--- src/rtl/pipe_hazard_ctrl_if.sv ---
// Hazard-control bundle between the LEGv8 pipeline datapath (master) and
// the hazard unit (slave): ID-stage operand info, branch resolution,
// counter clear, and the stall/flush/forward controls back to the pipe.
interface pipe_hazard_ctrl_if #(
  parameter int REG_BITS = 5,
  parameter int CNT_W    = 32
);
  logic                valid_D;
  logic [REG_BITS-1:0] rs1_D;
  logic [REG_BITS-1:0] rs2_D;
  logic                use1_D;
  logic                use2_D;
  logic [REG_BITS-1:0] wa_D;
  logic                regWrite_D;
  logic                memRead_D;
  logic                pcsrc_M;
  logic                cnt_clr;
  logic                stall_F;
  logic                stall_D;
  logic                flush_D;
  logic                flush_E;
  logic                flush_M;
  logic [1:0]          fwdA_E;
  logic [1:0]          fwdB_E;
  logic [CNT_W-1:0]    stall_cnt;
  logic [CNT_W-1:0]    flush_cnt;

  modport master (
    output valid_D, rs1_D, rs2_D, use1_D, use2_D, wa_D, regWrite_D, memRead_D,
    output pcsrc_M, cnt_clr,
    input  stall_F, stall_D, flush_D, flush_E, flush_M, fwdA_E, fwdB_E,
    input  stall_cnt, flush_cnt
  );

  modport slave (
    input  valid_D, rs1_D, rs2_D, use1_D, use2_D, wa_D, regWrite_D, memRead_D,
    input  pcsrc_M, cnt_clr,
    output stall_F, stall_D, flush_D, flush_E, flush_M, fwdA_E, fwdB_E,
    output stall_cnt, flush_cnt
  );
endinterface

--- src/rtl/pipe_hazard_ctrl.sv ---
// Hazard-control unit for the 5-stage LEGv8 pipeline. Tracks the destination
// registers of the instructions in EX/MEM/WB in a small shadow pipeline,
// raises stall for RAW / load-use hazards against the ID instruction, flushes
// wrong-path work on a taken branch in MEM, selects EX forwarding sources and
// keeps saturating stall/flush cycle counters.
module pipe_hazard_ctrl #(
  parameter int REG_BITS  = 5,
  parameter int ZERO_REG  = 31,
  parameter bit FWD_EN    = 1'b1,
  parameter bit WB_BYPASS = 1'b1,
  parameter int CNT_W     = 32
) (
  input logic              clk,
  input logic              reset,
  pipe_hazard_ctrl_if.slave hz
);

  typedef struct packed {
    logic                v;
    logic [REG_BITS-1:0] wa;
    logic                rw;
    logic                mr;
    logic [REG_BITS-1:0] rs1;
    logic [REG_BITS-1:0] rs2;
    logic                u1;
    logic                u2;
  } entry_t;

  localparam logic [REG_BITS-1:0] ZeroIdx = REG_BITS'(ZERO_REG);
  localparam logic [CNT_W-1:0]    CntMax  = '1;

  // A source only depends on an older instruction that really writes it;
  // XZR never carries a dependency.
  function automatic logic match(input entry_t x, input logic [REG_BITS-1:0] rs, input logic u);
    return u && (rs != ZeroIdx) && x.v && x.rw && (x.wa == rs);
  endfunction

  entry_t           eReg, mReg, wReg;
  entry_t           eNext, mNext, wNext;
  entry_t           idEntry;
  logic             hzdE, hzdM, hzdW;
  logic             stall;
  logic             stallOut;
  logic [1:0]       fwdA, fwdB;
  logic [CNT_W-1:0] stallCntReg, flushCntReg;

  assign idEntry = '{v: hz.valid_D, wa: hz.wa_D, rw: hz.regWrite_D, mr: hz.memRead_D,
                     rs1: hz.rs1_D, rs2: hz.rs2_D, u1: hz.use1_D, u2: hz.use2_D};

  // Dependencies of the ID instruction on each in-flight stage.
  always_comb begin
    hzdE = hz.valid_D && (match(eReg, hz.rs1_D, hz.use1_D) || match(eReg, hz.rs2_D, hz.use2_D));
    hzdM = hz.valid_D && (match(mReg, hz.rs1_D, hz.use1_D) || match(mReg, hz.rs2_D, hz.use2_D));
    hzdW = hz.valid_D && (match(wReg, hz.rs1_D, hz.use1_D) || match(wReg, hz.rs2_D, hz.use2_D));
  end

  // With forwarding only a load in EX is too late; without it any older
  // writer still in flight blocks ID. WB blocks unless the regfile bypasses.
  always_comb begin
    stall = 1'b0;
    if (FWD_EN) begin
      stall = hzdE && eReg.mr;
    end else begin
      stall = hzdE || hzdM;
    end
    if (!WB_BYPASS && hzdW) begin
      stall = 1'b1;
    end
  end

  // A taken branch kills the younger work, so it overrides the stall.
  assign stallOut   = stall && !hz.pcsrc_M;
  assign hz.stall_F = stallOut;
  assign hz.stall_D = stallOut;
  assign hz.flush_D = hz.pcsrc_M;
  assign hz.flush_E = hz.pcsrc_M;
  assign hz.flush_M = hz.pcsrc_M;

  // Shadow pipeline advance: bubbles enter where the real pipe is flushed
  // or where ID is held back.
  always_comb begin
    wNext = mReg;
    mNext = eReg;
    eNext = idEntry;
    if (hz.pcsrc_M) begin
      mNext = '0;
      eNext = '0;
    end else if (stall) begin
      eNext = '0;
    end
  end

  // Shadow pipeline registers.
  always_ff @(posedge clk or negedge reset) begin
    if (!reset) begin
      eReg <= '0;
      mReg <= '0;
      wReg <= '0;
    end else begin
      eReg <= eNext;
      mReg <= mNext;
      wReg <= wNext;
    end
  end

  // Operand source for the instruction in EX; the younger MEM result wins.
  always_comb begin
    fwdA = 2'b00;
    fwdB = 2'b00;
    if (FWD_EN && eReg.v) begin
      if (match(mReg, eReg.rs1, eReg.u1)) begin
        fwdA = 2'b10;
      end else if (match(wReg, eReg.rs1, eReg.u1)) begin
        fwdA = 2'b01;
      end
      if (match(mReg, eReg.rs2, eReg.u2)) begin
        fwdB = 2'b10;
      end else if (match(wReg, eReg.rs2, eReg.u2)) begin
        fwdB = 2'b01;
      end
    end
  end

  assign hz.fwdA_E = fwdA;
  assign hz.fwdB_E = fwdB;

  // Saturating count of cycles in which fetch/decode were held.
  always_ff @(posedge clk or negedge reset) begin
    if (!reset) begin
      stallCntReg <= '0;
    end else if (hz.cnt_clr) begin
      stallCntReg <= '0;
    end else if (stallOut && (stallCntReg != CntMax)) begin
      stallCntReg <= stallCntReg + CNT_W'(1);
    end
  end

  // Saturating count of cycles in which a taken branch flushed the pipe.
  always_ff @(posedge clk or negedge reset) begin
    if (!reset) begin
      flushCntReg <= '0;
    end else if (hz.cnt_clr) begin
      flushCntReg <= '0;
    end else if (hz.pcsrc_M && (flushCntReg != CntMax)) begin
      flushCntReg <= flushCntReg + CNT_W'(1);
    end
  end

  assign hz.stall_cnt = stallCntReg;
  assign hz.flush_cnt = flushCntReg;

endmodule

--- src/flat_wrapper.sv ---
// flat-port wrapper written by rule: the top's interface ports become plain ports
module pipe_hazard_ctrl_flat 
#(
  parameter int REG_BITS  = 5,
  parameter int ZERO_REG  = 31,
  parameter bit FWD_EN    = 1'b1,
  parameter bit WB_BYPASS = 1'b1,
  parameter int CNT_W     = 32
)
  (clk, reset, hz_valid_D, hz_rs1_D, hz_rs2_D, hz_use1_D, hz_use2_D, hz_wa_D, hz_regWrite_D, hz_memRead_D, hz_pcsrc_M, hz_cnt_clr, hz_stall_F, hz_stall_D, hz_flush_D, hz_flush_E, hz_flush_M, hz_fwdA_E, hz_fwdB_E, hz_stall_cnt, hz_flush_cnt);
  pipe_hazard_ctrl_if #(.REG_BITS(REG_BITS), .CNT_W(CNT_W)) hz_i ();
  input logic clk;
  input logic reset;
  input wire logic [$bits(hz_i.valid_D)-1:0] hz_valid_D;
  input wire logic [$bits(hz_i.rs1_D)-1:0] hz_rs1_D;
  input wire logic [$bits(hz_i.rs2_D)-1:0] hz_rs2_D;
  input wire logic [$bits(hz_i.use1_D)-1:0] hz_use1_D;
  input wire logic [$bits(hz_i.use2_D)-1:0] hz_use2_D;
  input wire logic [$bits(hz_i.wa_D)-1:0] hz_wa_D;
  input wire logic [$bits(hz_i.regWrite_D)-1:0] hz_regWrite_D;
  input wire logic [$bits(hz_i.memRead_D)-1:0] hz_memRead_D;
  input wire logic [$bits(hz_i.pcsrc_M)-1:0] hz_pcsrc_M;
  input wire logic [$bits(hz_i.cnt_clr)-1:0] hz_cnt_clr;
  output wire logic [$bits(hz_i.stall_F)-1:0] hz_stall_F;
  output wire logic [$bits(hz_i.stall_D)-1:0] hz_stall_D;
  output wire logic [$bits(hz_i.flush_D)-1:0] hz_flush_D;
  output wire logic [$bits(hz_i.flush_E)-1:0] hz_flush_E;
  output wire logic [$bits(hz_i.flush_M)-1:0] hz_flush_M;
  output wire logic [$bits(hz_i.fwdA_E)-1:0] hz_fwdA_E;
  output wire logic [$bits(hz_i.fwdB_E)-1:0] hz_fwdB_E;
  output wire logic [$bits(hz_i.stall_cnt)-1:0] hz_stall_cnt;
  output wire logic [$bits(hz_i.flush_cnt)-1:0] hz_flush_cnt;
  assign hz_i.valid_D = hz_valid_D;
  assign hz_i.rs1_D = hz_rs1_D;
  assign hz_i.rs2_D = hz_rs2_D;
  assign hz_i.use1_D = hz_use1_D;
  assign hz_i.use2_D = hz_use2_D;
  assign hz_i.wa_D = hz_wa_D;
  assign hz_i.regWrite_D = hz_regWrite_D;
  assign hz_i.memRead_D = hz_memRead_D;
  assign hz_i.pcsrc_M = hz_pcsrc_M;
  assign hz_i.cnt_clr = hz_cnt_clr;
  assign hz_stall_F = hz_i.stall_F;
  assign hz_stall_D = hz_i.stall_D;
  assign hz_flush_D = hz_i.flush_D;
  assign hz_flush_E = hz_i.flush_E;
  assign hz_flush_M = hz_i.flush_M;
  assign hz_fwdA_E = hz_i.fwdA_E;
  assign hz_fwdB_E = hz_i.fwdB_E;
  assign hz_stall_cnt = hz_i.stall_cnt;
  assign hz_flush_cnt = hz_i.flush_cnt;
  pipe_hazard_ctrl #(.REG_BITS(REG_BITS), .ZERO_REG(ZERO_REG), .FWD_EN(FWD_EN), .WB_BYPASS(WB_BYPASS), .CNT_W(CNT_W)) u_core (.clk(clk), .reset(reset), .hz(hz_i));
endmodule
--- config.mk ---
export PLATFORM = sky130hd
export DESIGN_NAME = pipe_hazard_ctrl_flat
export DESIGN_NICKNAME = d
export VERILOG_FILES = /design/src/rtl/pipe_hazard_ctrl_if.sv /design/src/rtl/pipe_hazard_ctrl.sv /design/src/flat_wrapper.sv
export SDC_FILE = /design/constraint.sdc
export NUM_CORES = 1
export LEC_CHECK = 0
export ABC_CLOCK_PERIOD_IN_PS = 1950
export CAP_MARGIN = 15
export CELL_PAD_IN_SITES_DETAIL_PLACEMENT = 2
export CELL_PAD_IN_SITES_GLOBAL_PLACEMENT = 2
export CORE_ASPECT_RATIO = 1.2
export CORE_UTILIZATION = 29
export CTS_CLUSTER_DIAMETER = 150
export DETAILED_ROUTE_END_ITERATION = 8
export PLACE_DENSITY_LB_ADDON = 0.1
export SYNTH_ARGS = -nofsm -noshare
export SYNTH_HDL_FRONTEND = slang
export SYNTH_SLANG_ARGS = --single-unit
export TNS_END_PERCENT = 10
--- constraint.sdc ---
create_clock -name clk -period 1.95 [get_ports clk]
set_input_delay 0.195 -clock clk [delete_from_list [all_inputs] [get_ports clk]]
set_output_delay 0.195 -clock clk [all_outputs]
set_load 0.005 [all_outputs]
== Word-level counts from Yosys, hierarchy flattened ==
Index checks and enable logic that the tools add are counted.

* Muxes and demuxes: 13
* Eq/ne operators: 12
* Add/sub/neg operators: 2
* Reduce and logical (&&, ||, !) cells: 31

{| class="wikitable"
|+ Operator list
! kind !! count
|-
| $mux W32 || 4
|-
| $add A32 B1 Y32 const B || 2
|-
| $ne A32 B32 Y1 const B || 2
|-
| $mux W20 || 3
|-
| $eq A5 B5 Y1 || 6
|-
| $logic_and A1 B1 Y1 || 27
|-
| $ne A5 B5 Y1 const B || 4
|-
| $mux W2 || 4
|-
| $reduce_bool A2 Y1 || 2
|-
| $mux W1 || 2
|-
| $logic_not A1 Y1 || 1
|-
| $logic_or A1 B1 Y1 || 1
|}

* Bits of input ports: 24
* Flip-flop bits (word level): 98
* Logic and storage cells: 74
* Output and inout bits: 73

== Logic depth before layout (Yosys ltp) ==
* Depth in word-level cells: 12
* Mapped depth: 9
* Depth with buffers taken out: 7

== Worst setup path after synthesis ==
Ideal clock, no wire load.

* Kind: flip-flop to flip-flop
* From: reg u_core.stallCntReg[7] (netlist: u_core.hz.stall_cnt[7])
* To: reg u_core.stallCntReg[27] (netlist: u_core.hz.stall_cnt[27])
* Clock period less this slack: 2.101 ns
* Data arrival time: 2.023 ns
* Buffers on the path: 1
* Stages on the path, launching flop included: 8
* Path slack: -0.151 ns
* Library setup time: 0.078 ns
* Data required time: 1.872 ns
* Cell sequence: dfrtp_1 and4_4 and4_4 and4b_1 a211o_4 buf_6 or4_1 a21oi_1

* Word-level cells in the longest chain between the ends: 3
* Elaborated cells on any way between the ends: 6
* Classes of those cells: 1 x add/sub; 1 x eq/ne; 2 x mux; 2 x reduce/logical

{| class="wikitable"
|+ RTL lines
! item !! line !! RTL
|-
| start, declared || pipe_hazard_ctrl.sv:45 || <nowiki>logic [CNT_W-1:0] stallCntReg, flushCntReg;</nowiki>
|-
| start signal, assigned || pipe_hazard_ctrl.sv:134 || <nowiki>stallCntReg <= stallCntReg + CNT_W'(1);</nowiki>
|-
| $add A32 B1 Y32 / $ne A32 B32 Y1 (equally long branches) || pipe_hazard_ctrl.sv:134, pipe_hazard_ctrl.sv:133 ||
|-
| $mux W32 / $logic_and A1 B1 Y1 (equally long branches) || pipe_hazard_ctrl.sv:133 || <nowiki>end else if (stallOut && (stallCntReg != CntMax)) begin</nowiki>
|-
| $mux W32 / $reduce_bool A2 Y1 (equally long branches) || n/a ||
|}

Several ways; a longest one is shown, not always the timed one. The select of a mux whose other input is x is not followed.
A chain may end at the register's enable or synchronous reset.

== Final worst setup path ==
* From: reg u_core.eReg[15] (netlist name)
* To: reg u_core.stallCntReg[20] (netlist: u_core.hz.stall_cnt[20])

* Word-level cells in the longest chain between the ends: 8
* Elaborated cells on any way between the ends: 10
* Classes of those cells: 2 x eq/ne; 8 x reduce/logical

{| class="wikitable"
|+ RTL lines
! item !! line !! RTL
|-
| start, declared || pipe_hazard_ctrl.sv:38 || <nowiki>entry_t eReg, mReg, wReg;</nowiki>
|-
| start signal, assigned || pipe_hazard_ctrl.sv:100 || <nowiki>eReg <= eNext;</nowiki>
|-
| $eq A5 B5 Y1 || pipe_hazard_ctrl.sv:35 || <nowiki>return u && (rs != ZeroIdx) && x.v && x.rw && (x.wa == rs);</nowiki>
|-
| $logic_and A1 B1 Y1 || pipe_hazard_ctrl.sv:35 ||
|-
| $logic_or A1 B1 Y1 * || pipe_hazard_ctrl.sv:52 || <nowiki>hzdE = hz.valid_D && (match(eReg, hz.rs1_D, hz.use1_D) || match(eReg, hz.rs2_D, hz.use2_D));</nowiki>
|-
| $logic_and A1 B1 Y1 * || pipe_hazard_ctrl.sv:52 ||
|-
| $logic_and A1 B1 Y1 * || pipe_hazard_ctrl.sv:62 || <nowiki>stall = hzdE && eReg.mr;</nowiki>
|-
| $logic_and A1 B1 Y1 * || pipe_hazard_ctrl.sv:72 || <nowiki>assign stallOut = stall && !hz.pcsrc_M;</nowiki>
|-
| $logic_and A1 B1 Y1 * || pipe_hazard_ctrl.sv:133 ||
|-
| $reduce_bool A2 Y1 (no source line) * || n/a ||
|}

Mark *: on every way between the ends. The rest lies on a longest branch, timed or not.

==> results.tsv <==
stage	metric	value	unit
floorplanning	# IOs	97	
floorplanning	Die X	121	um
global_routing	vias in the first global route	5617	
clock_tree	H-tree levels	3	
power	power share of the clock group	0.446	
global_routing	largest net degree at the start of global routing	48	
floorplanning	Die H	145	um
power	Reg power frac	0.471	
logic_synthesis	Avg Cell Area, Syn	9.80	um2
sta	Slew HR	0.598	
routing	DR pass1 iterations	4	
sta	max-slew violations	0	
logic_synthesis	area share of the largest cell type after synthesis	0.498	
power	Cell Int Power	3.38	mW
logic_synthesis	most frequent cell after synthesis	dfrtp_1	
logic_synthesis	cell taking the most area after synthesis	dfrtp_1	
sta	final setup fails	61	
routing	Detail Route Antenna Nets	0	
floorplanning	Site Rows	51	
logic_synthesis	Synth Register Bits	98	
logic_synthesis	synthesized area	4920	um2
routing	Via density	5.18	
logic_synthesis	Post-Synthesis Cells	502	
placed_design	RD Place Congestion	0.765	
power	Switching Share	0.243	
sta	f_max	0.442	GHz
finish	final core occ	0.472	
setup_path	WP data arrival	2540	ps
logic_synthesis	Synth Flop Type	dfrtp_1	
power	combinational power share	0.083	
routing	WL per Instance	19.9	um
hold_path	Tightest Hold Check Type	primary input to flop	
sta	final hold vios	0	
sta	Setup WS post-layout	-312	ps
job	Max-Cap Viols	0	
finish	Nets	757	
placed_design	Placement Setup Slack	-703	ps
logic_synthesis	sequential share of the synthesized area	0.498	
finish	fillers	1732	
finish	Syn-to-layout area delta	57.3	%
sta	Final min period	2260	ps
setup_path	critical path class	flop to flop	
setup_path	startpoint type of the worst setup path	flop	
floorplanning	Placeable Area	16400	um2
logic_synthesis	count of unique library cells instantiated by Yosys	44	
power	maximum vdd drop	0.404	mV
setup_path	Req. time, crit path	2230	ps
run_status	outcome	finished, violations left	
setup_path	CP Capture Type	flop	
sta	final worst path period share	1.16	
routing	Post-route DRC	0	
floorplanning	Initial Util	0.300	
routing	DR iter-0 viols	193	
power	leakage power	3.28	nW
clock_tree	CTS Buf Count	9	
power	Cell Pwr Density	577	nW/um2
logic_synthesis	Synth area leaders	dfrtp_1, xnor2_1, xor2_1, and2_1, a21oi_1	
global_routing	initial antenna violation count	0	
logic_synthesis	syn_nets	528	
clock_tree	clk root buf	clkbuf_16	
logic_synthesis	Warnings, synthesis	0	
sta	Layout Skew	6.52	ps
sta	RSZ-0062 raised after global routing	yes	
finish	antenna diode instance count	0	
sta	Slew @ Worst Pin	603	ps
clock_tree	Clock Latency Late Sink	350	ps
run_status	failing checks	negative setup slack	
global_routing	remaining global-route overflow	0	
logic_synthesis	most frequent cells after synthesis	dfrtp_1, nor2_1, a21oi_1, nand2_1, and2_1	
power	Tot Pwr	4.46	mW
placed_design	buffers added on ports	96	
routing	drt total wl	18900	um
setup_path	Critical Path Fanout Max	7	
placed_design	Post-DP HPWL	13200	um
power	P_sw	1.08	mW
clock_tree	CTS tree	done	
clock_tree	TritonCTS Sinks	98	
global_routing	first-pass GRT wire length	30300	um
logic_synthesis	Post-synth EDFFs	0	
finish	layout cell share with drive strength beyond 1	0.299	
routing	via count	4912	
clock_tree	clk buf depth	2	
floorplanning	die area	17500	um2
clock_tree	Worst-path clk slew	70	ps
global_routing	total track usage	0.226	
logic_synthesis	async set-reset flop share out of synthesis	1.00	
## through the flow
step	hold WS [ps]	cell area (um2)	instances	TNS, ps
2_1_floorplan	-101	4930	502	-328
3_3_place_gp	225	6980	911	-18120
3_5_place_dp	237	6980	911	-25980
4_1_cts	328	7620	944	-10590
5_1_grt	365	7740	948	-15750
6_report	333	7740	948	-9780
## cells in the final DEF, fill, tap and decap left out, types with 5 or more instances in the layout
cell / count
buf_4: 131
dfrtp_1: 95
clkdlybuf4s50_1: 88
nor2_1: 37
nand2_1: 34
a21oi_1: 30
and2_1: 29
xor2_1: 25
xnor2_1: 23
nand4_1: 23
nand3_1: 22
o21ai_0: 21
or3_1: 21
o31ai_1: 10
clkbuf_16: 9
buf_6: 9
or4_1: 8
nor2b_1: 8
nor3_1: 8
and4_1: 7
and3_1: 6
xnor2_2: 6
buf_2: 6
or4_4: 5
a21oi_2: 5
## final cells by class
cell class              count  area, um2  share of cell area
repair buffers            238       2050               0.266
well taps                 212        265              0.0343
inverters                   4       15.0             0.00194
multi-input cells         380       2620               0.338
flip-flops and latches     98       2460               0.317
clock buffers               9        225              0.0291
clock inverters             7        103              0.0133
## logic make-up (layout without fill, tap and decap cells)
family / after synthesis / count (layout) / synth area share
adders and majority gates: 2 / 2 / 0.00509
AOI/OAI and AO/OA: 84 / 87 / 0.103
buffers and inverters: 27 / 258 / 0.0262
xor gates and xnor gates: 55 / 55 / 0.0979
DFF: 98 / 98 / 0.498
muxes: 2 / 2 / 0.00432
and+or+nand+nor: 234 / 234 / 0.265
## metal layers
layer  vias to the layer above  global-route usage  part of all wire
met1                      2534               0.269              0.42
li1                       2265                   -                 -
met2                        90               0.415              0.53
met3                        23              0.0266             0.024
met4                         0              0.0864             0.021
met5                         -                   0                 0
## worst max-delay path, cell delays in order, from the launching register on
cell	delay, ps
dfrtp_1	410
buf_4	150
xor2_1	160
nor2_2	170
o2111ai_4	210
a211o_4	450
or4_4	490
a21oi_1	150
## power by group through the flow
| stage | combinational, mW | clock (mW) | sequential (mW) |
|---|---|---|---|
| after floorplan | 0.115 | 0 | 2.14 |
| after global placement | 0.305 | 0 | 2.14 |
| after detailed placement | 0.319 | 0 | 2.14 |
| after CTS | 0.361 | 2.04 | 2.10 |
| after global routing | 0.397 | 2.10 | 2.11 |
| final | 0.368 | 1.99 | 2.10 |
## final timing paths
kind	start	endpoint	slack [ps]	cells after the start
max	u_core.eReg[15]$_DFF_PN0_	u_core.hz.stall_cnt[20]$_DFFE_PN0P_	-310	7
min	hz_cnt_clr	u_core.hz.flush_cnt[20]$_DFFE_PN0P_	330	2
max reg2reg	u_core.eReg[15]$_DFF_PN0_	u_core.hz.stall_cnt[20]$_DFFE_PN0P_	-310	7
min reg2reg	u_core.mReg[13]$_DFF_PN0_	u_core.wReg[13]$_DFF_PN0_	380	0
max in group asynchronous	reset	u_core.eReg[11]$_DFF_PN0_	890	3
min in group asynchronous	reset	u_core.eReg[15]$_DFF_PN0_	400	2
## sequential cells by signal, indices dropped and copies added (netlist names)
name                 flops
u_core.hz.flush_cnt     32
u_core.wReg              7
u_core.hz.stall_cnt     32
u_core.mReg              7
u_core.eReg             20
## repair_timing
action                                 in CTS  in global routing
endpoints found under the hold margin      37                  0
setup endpoints to repair                  59                 81
resized for setup                          61                 19
gates cloned                                3                  0
setup buffers                              13                  4
hold buffers                                1                  0
pin swaps                                  32                 22
No activity file was read; power rests on OpenSTA's default activity.
